$ cat src/rtl/riscv_axi_arb_pkg.sv
// rtl/riscv_axi_arb_pkg.sv - shared FSM encodings and AXI response codes for the 2:1 AXI arbiter
package riscv_axi_arb_pkg;

  typedef enum logic [1:0] {
    R_IDLE = 2'd0,
    R_ADDR = 2'd1,
    R_DATA = 2'd2
  } rd_state_e;

  typedef enum logic [1:0] {
    W_IDLE = 2'd0,
    W_XFER = 2'd1,
    W_RESP = 2'd2
  } wr_state_e;

  localparam logic [1:0] AXI_RESP_OKAY   = 2'd0;
  localparam logic [1:0] AXI_RESP_EXOKAY = 2'd1;
  localparam logic [1:0] AXI_RESP_SLVERR = 2'd2;
  localparam logic [1:0] AXI_RESP_DECERR = 2'd3;

endpackage

$ cat src/rtl/riscv_axi_arb_rr2.sv
// rtl/riscv_axi_arb_rr2.sv - combinational 2-way round-robin picker
module riscv_axi_arb_rr2
  import riscv_axi_arb_pkg::*;
(
  input  logic [1:0] req_i,
  input  logic       last_grant_i,
  output logic       grant_o
);

  // A lone requester wins outright; on a tie the master not granted last time wins
  always_comb begin
    grant_o = 1'b0;
    case (req_i)
      2'b01:   grant_o = 1'b0;
      2'b10:   grant_o = 1'b1;
      2'b11:   grant_o = ~last_grant_i;
      default: grant_o = 1'b0;
    endcase
  end

endmodule

$ cat src/rtl/riscv_axi_arb2.sv
// rtl/riscv_axi_arb2.sv - 2-master (icache/dcache) to 1-slave AXI4 arbiter; RISCV_AXI_ARB_FIXED_PRIO_EN gives dcache fixed priority
module riscv_axi_arb2
  import riscv_axi_arb_pkg::*;
#(
  parameter int unsigned ADDR_W = 32,
  parameter int unsigned DATA_W = 32,
  parameter int unsigned ID_W   = 4
) (
  input  logic                    clk_i,
  input  logic                    rst_i,
  // master side read address
  input  logic [1:0]              m_axi_arvalid_i,
  input  logic [2*ADDR_W-1:0]     m_axi_araddr_i,
  input  logic [2*ID_W-1:0]       m_axi_arid_i,
  input  logic [15:0]             m_axi_arlen_i,
  input  logic [3:0]              m_axi_arburst_i,
  output logic [1:0]              m_axi_arready_o,
  // master side read data
  output logic [1:0]              m_axi_rvalid_o,
  output logic [2*DATA_W-1:0]     m_axi_rdata_o,
  output logic [3:0]              m_axi_rresp_o,
  output logic [2*ID_W-1:0]       m_axi_rid_o,
  output logic [1:0]              m_axi_rlast_o,
  input  logic [1:0]              m_axi_rready_i,
  // master side write address
  input  logic [1:0]              m_axi_awvalid_i,
  input  logic [2*ADDR_W-1:0]     m_axi_awaddr_i,
  input  logic [2*ID_W-1:0]       m_axi_awid_i,
  input  logic [15:0]             m_axi_awlen_i,
  input  logic [3:0]              m_axi_awburst_i,
  output logic [1:0]              m_axi_awready_o,
  // master side write data
  input  logic [1:0]              m_axi_wvalid_i,
  input  logic [2*DATA_W-1:0]     m_axi_wdata_i,
  input  logic [2*(DATA_W/8)-1:0] m_axi_wstrb_i,
  input  logic [1:0]              m_axi_wlast_i,
  output logic [1:0]              m_axi_wready_o,
  // master side write response
  output logic [1:0]              m_axi_bvalid_o,
  output logic [3:0]              m_axi_bresp_o,
  output logic [2*ID_W-1:0]       m_axi_bid_o,
  input  logic [1:0]              m_axi_bready_i,
  // slave side read address
  output logic                    s_axi_arvalid_o,
  output logic [ADDR_W-1:0]       s_axi_araddr_o,
  output logic [ID_W-1:0]         s_axi_arid_o,
  output logic [7:0]              s_axi_arlen_o,
  output logic [1:0]              s_axi_arburst_o,
  input  logic                    s_axi_arready_i,
  // slave side read data
  input  logic                    s_axi_rvalid_i,
  input  logic [DATA_W-1:0]       s_axi_rdata_i,
  input  logic [1:0]              s_axi_rresp_i,
  input  logic [ID_W-1:0]         s_axi_rid_i,
  input  logic                    s_axi_rlast_i,
  output logic                    s_axi_rready_o,
  // slave side write address
  output logic                    s_axi_awvalid_o,
  output logic [ADDR_W-1:0]       s_axi_awaddr_o,
  output logic [ID_W-1:0]         s_axi_awid_o,
  output logic [7:0]              s_axi_awlen_o,
  output logic [1:0]              s_axi_awburst_o,
  input  logic                    s_axi_awready_i,
  // slave side write data
  output logic                    s_axi_wvalid_o,
  output logic [DATA_W-1:0]       s_axi_wdata_o,
  output logic [(DATA_W/8)-1:0]   s_axi_wstrb_o,
  output logic                    s_axi_wlast_o,
  input  logic                    s_axi_wready_i,
  // slave side write response
  input  logic                    s_axi_bvalid_i,
  input  logic [1:0]              s_axi_bresp_i,
  input  logic [ID_W-1:0]         s_axi_bid_i,
  output logic                    s_axi_bready_o
);

  localparam int unsigned STRB_W = DATA_W / 8;

  rd_state_e   rd_state_q;
  logic        rd_owner_q;
  wr_state_e   wr_state_q;
  logic        wr_owner_q;
  logic        aw_done_q;
  logic        w_done_q;
  logic        aw_done_d;
  logic        w_done_d;

  logic        rd_pick;
  logic        wr_pick;
  logic        rd_last_grant;
  logic        wr_last_grant;

  logic [31:0] rd_sel;
  logic [31:0] wr_sel;

  logic        ar_hs;
  logic        r_hs;
  logic        aw_hs;
  logic        w_hs;
  logic        b_hs;

  assign rd_sel = {31'd0, rd_owner_q};
  assign wr_sel = {31'd0, wr_owner_q};

  // Slave-side valids are zero outside their owning state, so these are state-qualified
  assign ar_hs = s_axi_arvalid_o & s_axi_arready_i;
  assign r_hs  = s_axi_rvalid_i  & s_axi_rready_o;
  assign aw_hs = s_axi_awvalid_o & s_axi_awready_i;
  assign w_hs  = s_axi_wvalid_o  & s_axi_wready_i;
  assign b_hs  = s_axi_bvalid_i  & s_axi_bready_o;

  assign aw_done_d = aw_done_q | aw_hs;
  assign w_done_d  = w_done_q  | (w_hs & s_axi_wlast_o);

`ifdef RISCV_AXI_ARB_FIXED_PRIO_EN
  // Pretending master 0 was always granted last makes the picker hand every tie to the dcache
  assign rd_last_grant = 1'b0;
  assign wr_last_grant = 1'b0;
`else
  logic rd_ptr_q;
  logic wr_ptr_q;

  // Last-grant pointers move only when a burst's address is actually accepted
  always_ff @(posedge clk_i or posedge rst_i) begin
    if (rst_i) begin
      rd_ptr_q <= 1'b1;
      wr_ptr_q <= 1'b1;
    end else begin
      if (ar_hs) rd_ptr_q <= rd_owner_q;
      if (aw_hs) wr_ptr_q <= wr_owner_q;
    end
  end

  assign rd_last_grant = rd_ptr_q;
  assign wr_last_grant = wr_ptr_q;
`endif

  riscv_axi_arb_rr2 u_rd_pick (
    .req_i        (m_axi_arvalid_i),
    .last_grant_i (rd_last_grant),
    .grant_o      (rd_pick)
  );

  riscv_axi_arb_rr2 u_wr_pick (
    .req_i        (m_axi_awvalid_i),
    .last_grant_i (wr_last_grant),
    .grant_o      (wr_pick)
  );

  // Read path FSM: latch owner, pass one AR, then stream R until rlast
  always_ff @(posedge clk_i or posedge rst_i) begin
    if (rst_i) begin
      rd_state_q <= R_IDLE;
      rd_owner_q <= 1'b0;
    end else begin
      case (rd_state_q)
        R_IDLE: begin
          if (|m_axi_arvalid_i) begin
            rd_owner_q <= rd_pick;
            rd_state_q <= R_ADDR;
          end
        end
        R_ADDR: begin
          if (ar_hs) rd_state_q <= R_DATA;
        end
        R_DATA: begin
          if (r_hs && s_axi_rlast_i) rd_state_q <= R_IDLE;
        end
        default: rd_state_q <= R_IDLE;
      endcase
    end
  end

  // Write path FSM: AW and W of the owner run concurrently with sticky completion flags
  always_ff @(posedge clk_i or posedge rst_i) begin
    if (rst_i) begin
      wr_state_q <= W_IDLE;
      wr_owner_q <= 1'b0;
      aw_done_q  <= 1'b0;
      w_done_q   <= 1'b0;
    end else begin
      case (wr_state_q)
        W_IDLE: begin
          if (|m_axi_awvalid_i) begin
            wr_owner_q <= wr_pick;
            aw_done_q  <= 1'b0;
            w_done_q   <= 1'b0;
            wr_state_q <= W_XFER;
          end
        end
        W_XFER: begin
          aw_done_q <= aw_done_d;
          w_done_q  <= w_done_d;
          if (aw_done_d && w_done_d) wr_state_q <= W_RESP;
        end
        W_RESP: begin
          if (b_hs) wr_state_q <= W_IDLE;
        end
        default: wr_state_q <= W_IDLE;
      endcase
    end
  end

  // Read routing: everything keyed off the registered owner, zero elsewhere
  always_comb begin
    s_axi_arvalid_o = 1'b0;
    s_axi_araddr_o  = '0;
    s_axi_arid_o    = '0;
    s_axi_arlen_o   = '0;
    s_axi_arburst_o = '0;
    m_axi_arready_o = '0;
    m_axi_rvalid_o  = '0;
    m_axi_rdata_o   = '0;
    m_axi_rresp_o   = '0;
    m_axi_rid_o     = '0;
    m_axi_rlast_o   = '0;
    s_axi_rready_o  = 1'b0;
    if (rd_state_q == R_ADDR) begin
      s_axi_arvalid_o             = m_axi_arvalid_i[rd_owner_q];
      s_axi_araddr_o              = m_axi_araddr_i[rd_sel*ADDR_W +: ADDR_W];
      s_axi_arid_o                = m_axi_arid_i[rd_sel*ID_W +: ID_W];
      s_axi_arlen_o               = m_axi_arlen_i[rd_sel*8 +: 8];
      s_axi_arburst_o             = m_axi_arburst_i[rd_sel*2 +: 2];
      m_axi_arready_o[rd_owner_q] = s_axi_arready_i;
    end
    if (rd_state_q == R_DATA) begin
      m_axi_rvalid_o[rd_owner_q]               = s_axi_rvalid_i;
      m_axi_rdata_o[rd_sel*DATA_W +: DATA_W]   = s_axi_rdata_i;
      m_axi_rresp_o[rd_sel*2 +: 2]             = s_axi_rresp_i;
      m_axi_rid_o[rd_sel*ID_W +: ID_W]         = s_axi_rid_i;
      m_axi_rlast_o[rd_owner_q]                = s_axi_rlast_i;
      s_axi_rready_o                           = m_axi_rready_i[rd_owner_q];
    end
  end

  // Write routing: AW/W gated by their done flags so neither channel repeats
  always_comb begin
    s_axi_awvalid_o = 1'b0;
    s_axi_awaddr_o  = '0;
    s_axi_awid_o    = '0;
    s_axi_awlen_o   = '0;
    s_axi_awburst_o = '0;
    m_axi_awready_o = '0;
    s_axi_wvalid_o  = 1'b0;
    s_axi_wdata_o   = '0;
    s_axi_wstrb_o   = '0;
    s_axi_wlast_o   = 1'b0;
    m_axi_wready_o  = '0;
    m_axi_bvalid_o  = '0;
    m_axi_bresp_o   = '0;
    m_axi_bid_o     = '0;
    s_axi_bready_o  = 1'b0;
    if (wr_state_q == W_XFER) begin
      s_axi_awaddr_o  = m_axi_awaddr_i[wr_sel*ADDR_W +: ADDR_W];
      s_axi_awid_o    = m_axi_awid_i[wr_sel*ID_W +: ID_W];
      s_axi_awlen_o   = m_axi_awlen_i[wr_sel*8 +: 8];
      s_axi_awburst_o = m_axi_awburst_i[wr_sel*2 +: 2];
      s_axi_wdata_o   = m_axi_wdata_i[wr_sel*DATA_W +: DATA_W];
      s_axi_wstrb_o   = m_axi_wstrb_i[wr_sel*STRB_W +: STRB_W];
      s_axi_wlast_o   = m_axi_wlast_i[wr_owner_q];
      if (!aw_done_q) begin
        s_axi_awvalid_o             = m_axi_awvalid_i[wr_owner_q];
        m_axi_awready_o[wr_owner_q] = s_axi_awready_i;
      end
      if (!w_done_q) begin
        s_axi_wvalid_o             = m_axi_wvalid_i[wr_owner_q];
        m_axi_wready_o[wr_owner_q] = s_axi_wready_i;
      end
    end
    if (wr_state_q == W_RESP) begin
      m_axi_bvalid_o[wr_owner_q]       = s_axi_bvalid_i;
      m_axi_bresp_o[wr_sel*2 +: 2]     = s_axi_bresp_i;
      m_axi_bid_o[wr_sel*ID_W +: ID_W] = s_axi_bid_i;
      s_axi_bready_o                   = m_axi_bready_i[wr_owner_q];
    end
  end

endmodule

$ cat config.mk
export PLATFORM = sky130hd
export DESIGN_NAME = riscv_axi_arb2
export DESIGN_NICKNAME = d
export VERILOG_FILES = /design/src/rtl/riscv_axi_arb_pkg.sv /design/src/rtl/riscv_axi_arb_rr2.sv /design/src/rtl/riscv_axi_arb2.sv
export SDC_FILE = /design/constraint.sdc
export NUM_CORES = 1
export LEC_CHECK = 0
export BUFFER_PORTS_ARGS = -buffer_cell sky130_fd_sc_hd__buf_2
export CORE_AREA = 2 2 214 216
export CTS_BUF_LIST = sky130_fd_sc_hd__clkbuf_4
export DETAILED_ROUTE_END_ITERATION = 10
export DIE_AREA = 0 0 216 218
export GPL_TIMING_DRIVEN = 0
export PLACE_DENSITY = 0.3
export SYNTH_ARGS = -nofsm -noshare
export SYNTH_HDL_FRONTEND = slang
export SYNTH_SLANG_ARGS = --single-unit
$ cat constraint.sdc
create_clock -name clk_i -period 2.1 [get_ports clk_i]
set_input_delay 0.21 -clock clk_i [delete_from_list [all_inputs] [get_ports clk_i]]
set_output_delay 0.21 -clock clk_i [all_outputs]
set_load 0.05 [all_outputs]
==> results of run 1 <==
stage by stage:
step	instances	util	setup WS [ps]	setup TNS [ps]
4_1_cts	1620	0.1541	-8.781	-35.08
3_5_place_dp	1616	0.1495	-255.9	-4082
3_3_place_gp	1616	0.1495	-249.8	-3774
2_1_floorplan	463	-	-0.2371	-0.2371
5_1_grt	1621	0.1586	-23.50	-413.4
6_report	1622	0.1586	89.56	0
worst max-delay path, cell delays in order (launching register included):
cell and delay [ps]:
dfrtp_1 460, nand2b_1 250, nor2_2 170, clkbuf_4 220
and2_1 140, buf_2 260
cell usage in the layout (no fill, tap or decap), types with 5 or more instances in the layout:
cell	count
clkbuf_4	62
buf_4	30
clkbuf_2	7
and3_1	5
dfrtp_1	7
buf_2	485
and2_1	96
inv_1	7
nor2_1	132
mux2i_1	129
buf_6	10
what timing repair did:
action	in CTS	in global routing
setup endpoints to repair	196	157
resized for setup	74	81
hold buffers	1	0
buffers inserted	0	1
hold endpoints to repair	8	0
registers in the layout, summed over array words and instances, names as in the netlist:
name,count
wr_last_grant,1
rd_last_grant,1
wr_owner_q,1
aw_done_q,1
w_done_q,1
rd_owner_q,1
wr_state_q,2
rd_state_q,2
power breakdown:
| part | switching [mW] | internal (mW) | leakage (nW) |
|---|---|---|---|
| Combinational | 8.95 | 3.20 | 4.07 |
| Sequential | 0.0981 | 0.293 | 0.116 |
| Clock | 0.0896 | 0.0691 | 0.0154 |
area by class of cell:
cell class                      count  area [sq um]  area share
Inverter                            7         26.28    0.003690
Clock buffer                        3         22.52    0.003163
Buffer                             38         272.8     0.03831
Timing Repair Buffer              555          2995      0.4207
Antenna cell                        1         2.502   0.0003514
Multi-Input combinational cell    407          2793      0.3922
Sequential cell                    10         254.0     0.03567
Clock inverter                      1         3.754   0.0005271
Tap cell                          600         750.7      0.1054
routing by layer:
| layer | up-vias | GRT usage | share of wire |
|---|---|---|---|
| met5 | - | 0 | 0.0013 |
| met2 | 340 | 0.1900 | 0.54 |
| met3 | 17 | 0.02148 | 0.075 |
| met4 | 4 | 0.01119 | 0.011 |
| met1 | 2451 | 0.09928 | 0.37 |
| li1 | 2646 | - | - |
worst max path at each step:
stage,depth (start not counted),from,endpoint
after floorplan,4,wr_owner_q,m_axi_wready_o[0]
after detailed placement,6,wr_owner_q,s_axi_awid_o[2]
final,5,rd_state_q[0],m_axi_rdata_o[25]
after CTS,6,wr_state_q[1],s_axi_wlast_o
after global placement,6,wr_owner_q,s_axi_awid_o[2]
after global routing,5,rd_state_q[0],m_axi_rdata_o[29]
kinds of logic after synthesis:
logic type             Yosys count
buffers and inverters           46
DFF                             10
and+or+nand+nor                259
muxes                          135
AOI/OAI and AO/OA               13
==> impl_metrics.yaml, run 1 <==
sta:
  worstMarginPinSlew_ps: 532.6
  relSlewSlack: 0.6445
  max_freq_ghz: 0.4974
  slew_violations: 0
  hold_ws_ps: 166.7
  hold_viol: 0
  final.min_clock_period_ps: 2010
  rsz0062_at_grt: "true"
  finalSetupViolations: 0
  fin_skew_ps: 0.7117
  fin_crit_sh: 0.9574
synthesis:
  synth-simple-area-share: 0.3972
  synth_edf_count: 0
  synth_nets: 783
  synthXorXnorAreaFrac: 0
  synth_top_area_frac: 0.4129
  synthFlopType: "dfrtp_1"
  synth-seq-cells: 10
  synth.largest_area_cell: "mux2i_1"
  syn_area_sq_um: 3176
  synthCells: 463
  synth_adder_area_share: 0
  synthTopCellsByArea: "mux2i_1 41%, and2_1 19%, nor2_1 16%"
  ys_top_cells_by_count: "139 x nor2_1, 131 x mux2i_1, 96 x and2_1"
  synth_most_common_cell: "nor2_1"
  synthArstFlopShare: 1.000
  synth_cell_types: 27
  synth-seq-area-share: 0.07959
  synthMuxAreaShare: 0.4271
  yosysWarnings: 0
  avgSynthCellArea_sq_um: 6.859
  synth_compound_gate_area_share: 0.03467
  synth_top_family_by_area: "multiplexers"
setup_path:
  end_kind: "primary output"
  crit_path_start_kind: "register"
  reg2regPathDepth: 4
  path_max_fanout: 10
  r2r_end: "wr_state_q[0]"
  r2r_setup_slack_ps: 450
  arrival_ps: 1800
  worstPathRequired_ps: 1890
  crit_type: "reg2out"
  r2r_start: "wr_state_q[1]"
routing:
  via_per_inst: 3.365
  routed_wl_um: 24590
  first_pass_iters: 4
  drt_iter0_markers: 109
  drc: 0
  ant_nets: 0
  wl_per_cell_um: 15.16
  vias: 5458
die:
  die_w_um: 216
  core_sq_um: 44890
  die_h_um: 218
  start_util: 0.07074
  rows: 78
  die_area_sq_um: 47090
  pin_count: 554
grt:
  antenna_found_initial: 2
  grtUsageTotal: 0.09358
  grt_pass1_wl_um: 33260
  grt_pass1_vias: 5388
  grt-ovfl-total: 0
  grt_max_degree: 11
final_layout:
  drive_gt1_frac: 0.6043
  final.fill_count: 5225
  areaGrowthSynthToFinish_pct: 124.2
  final_area_sq_um: 7121
  num-nets-final: 1342
cts:
  clkTransAtPathRegs_ps: 90
  cts_buffers: 3
  root_buffer: "clkbuf_4"
  clock_path_buffers: 2
  h-tree-depth: 1
  cts_tree: "yes"
  clk_latency_ps: 280
  cts.sinks: 10
worst_hold_path:
  holdPathStages: 2
  hold_path_end: "wr_owner_q"
  min_path_type: "in2reg"
  worstHoldStart: "m_axi_awvalid_i[0]"
placed_design:
  gp_congestion: 0.8027
  dp_hpwl_um: 22040
  io_buffers: 553
  placed_area_sq_um: 6711
run:
  drv_cap: 0
pwr:
  cellPowerDensity_nw_per_um2: 1783
  peakVddDrop_mv: 0.8453
  totalPowerFinal_mw: 12.70
  static-leakage-power_nw: 4.197
status:
  outcome: "completed"
No activity file was read; power rests on OpenSTA's default activity.
==> inputs of run 2 (changes only) <==
Settings changed: CORE_AREA 2 2 214 216 to 2 2 215 217, DIE_AREA 0 0 216 218 to 0 0 217 219.
Clock period 2.1 ns to 1.75 ns, I/O delays scaled along.
==> impl_metrics.yaml, run 2 (synthesis results as in run 1) <==
status:
  outcome: "finished, violations left"
  failed_checks: "negative setup slack"
placed_design:
  dp_hpwl_um: 21720
  placed_cells: 1616
  gp_congestion: 0.7910
  io_buffers: 553
die:
  die_h_um: 219
  die_w_um: 217
  die_area_sq_um: 47520
  start_util: 0.07043
  core_sq_um: 45090
  rows: 78
  pin_count: 554
final_layout:
  areaGrowthSynthToFinish_pct: 237.6
  final_cell_mix: "320 x buf_2, 118 x buf_8, 112 x buf_6"
  final_cells: 1666
  final_common_cell: "buf_2"
  final_util: 0.2378
  reg_top3: "rd_state_q x2, wr_state_q x2"
  num-nets-final: 1386
  drive_gt1_frac: 0.8629
setup_path:
  crit_type: "reg2out"
  path_max_fanout: 8
  end_kind: "primary output"
  worstPathRequired_ps: 1570
  crit_path_start_kind: "register"
  arrival_ps: 1650
routing:
  routed_wl_um: 27020
  via_per_inst: 3.439
  vias: 5730
  ant_nets: 0
  first_pass_iters: 4
  wl_per_cell_um: 16.22
  drt_iter0_markers: 86
  drc: 0
grt:
  grt_max_degree: 11
  grtUsageTotal: 0.1015
  antenna_found_initial: 4
  grt_pass1_vias: 5989
  grt-ovfl-total: 0
  grt_pass1_wl_um: 36690
cts:
  cts.sinks: 10
  cts_buffers: 3
  root_buffer: "clkbuf_4"
  clkTransAtPathRegs_ps: 80
  clk_latency_ps: 290
  h-tree-depth: 1
  cts_tree: "yes"
  clock_path_buffers: 2
sta:
  worstMarginPinSlew_ps: 520.1
  finalSetupViolations: 117
  fin_ws_ps: -78.27
  relSlewSlack: 0.6529
  fin_skew_ps: 0.6087
  max_freq_ghz: 0.5470
  hold_ws_ps: 138.5
  fin_crit_sh: 1.045
  final.min_clock_period_ps: 1828
  slew_violations: 0
  rsz0062_at_grt: "true"
  hold_viol: 0
run:
  drv_cap: 0
pwr:
  p_sw_frac: 0.5790
  static-leakage-power_nw: 5.119
  seqPwrFrac: 0.022
  p_sw_mw: 12.67
  totalPowerFinal_mw: 21.88
  p_int_mw: 9.210
  cellPowerDensity_nw_per_um2: 2040
  clkPwrFrac: 0.009
  p_comb_frac: 0.969
  peakVddDrop_mv: 1.186
worst_hold_path:
  min_path_type: "in2reg"
run 2: changes by cell type in the layout (fill, tap and decap cells not counted), moves of 24 or more:
cell	change
buf_6	+102
nor2_1	-103
clkbuf_4	-56
mux2i_4	+24
and2_4	+96
mux2i_1	-48
and2_1	-96
nor2_2	+85
buf_8	+117
mux2i_2	+24
buf_2	-165
run 2: metrics by stage:
| step | setup slack [ps] | area, sq um | TNS, ps |
|---|---|---|---|
| 3_5_place_dp | -721.9 | 6923 | -58930 |
| 6_report | -78.27 | 10720 | -3962 |
| 3_3_place_gp | -629.1 | 6923 | -57780 |
| 2_1_floorplan | -315.2 | 3405 | -4418 |
| 4_1_cts | -193.9 | 9903 | -10800 |
| 5_1_grt | -152.4 | 10720 | -19130 |
run 2: worst max-delay path, cell delays in order, from the launching register on:
cell and delay [ps]:
dfrtp_1 400, buf_12 150, buf_12 150, clkbuf_16 170, mux2i_2 150, nor2_2 140
buf_6 180
run 2: final timing paths:
check / end / slack [ps] / from / depth (start not counted)
min: wr_owner_q / 140 / m_axi_awvalid_i[0] / 2
min reg2reg: wr_last_grant / 500 / wr_last_grant / 1
min in group asynchronous: wr_owner_q / 480 / rst_i / 3
max in group asynchronous: rd_state_q[0] / 900 / rst_i / 3
max: s_axi_awlen_o[6] / -80 / wr_owner_q / 6
max reg2reg: wr_state_q[0] / -20 / wr_owner_q / 5
run 2: cell type report:
type                            instances  area [sq um]
Antenna cell                            1         2.502
Buffer                                 36         565.5
Clock buffer                            3         22.52
Clock inverter                          1         3.754
Fill cell                            4925         34370
Inverter                                7         33.78
Multi-Input combinational cell        408          3875
Sequential cell                        10         256.5
Tap cell                              600         750.7
Timing Repair Buffer                  600          5211
run 2: power by group through the flow:
stage	Combinational [mW]	Clock [mW]	Sequential, mW
after CTS	19.8	0.213	0.469
after floorplan	11.0	0	0.433
after global routing	22.1	0.229	0.496
final	21.2	0.195	0.479
after global placement	14.6	0	0.463
after detailed placement	14.5	0	0.463
run 2: routing by layer:
metal	vias to the layer above	track usage	share of wire
met1	2606	0.1028	0.35
met5	-	0	0.00048
li1	2749	-	-
met3	20	0.02495	0.078
met4	2	0.01050	0.011
met2	353	0.2114	0.56
run 2: timing repair:
action,in CTS,in global routing
endpoints found under the hold margin,8,0
hold buffers,1,0
setup buffers,21,10
cloned,15,3
endpoints found under the setup margin,232,234
pin swaps,88,15
resized for setup,762,216
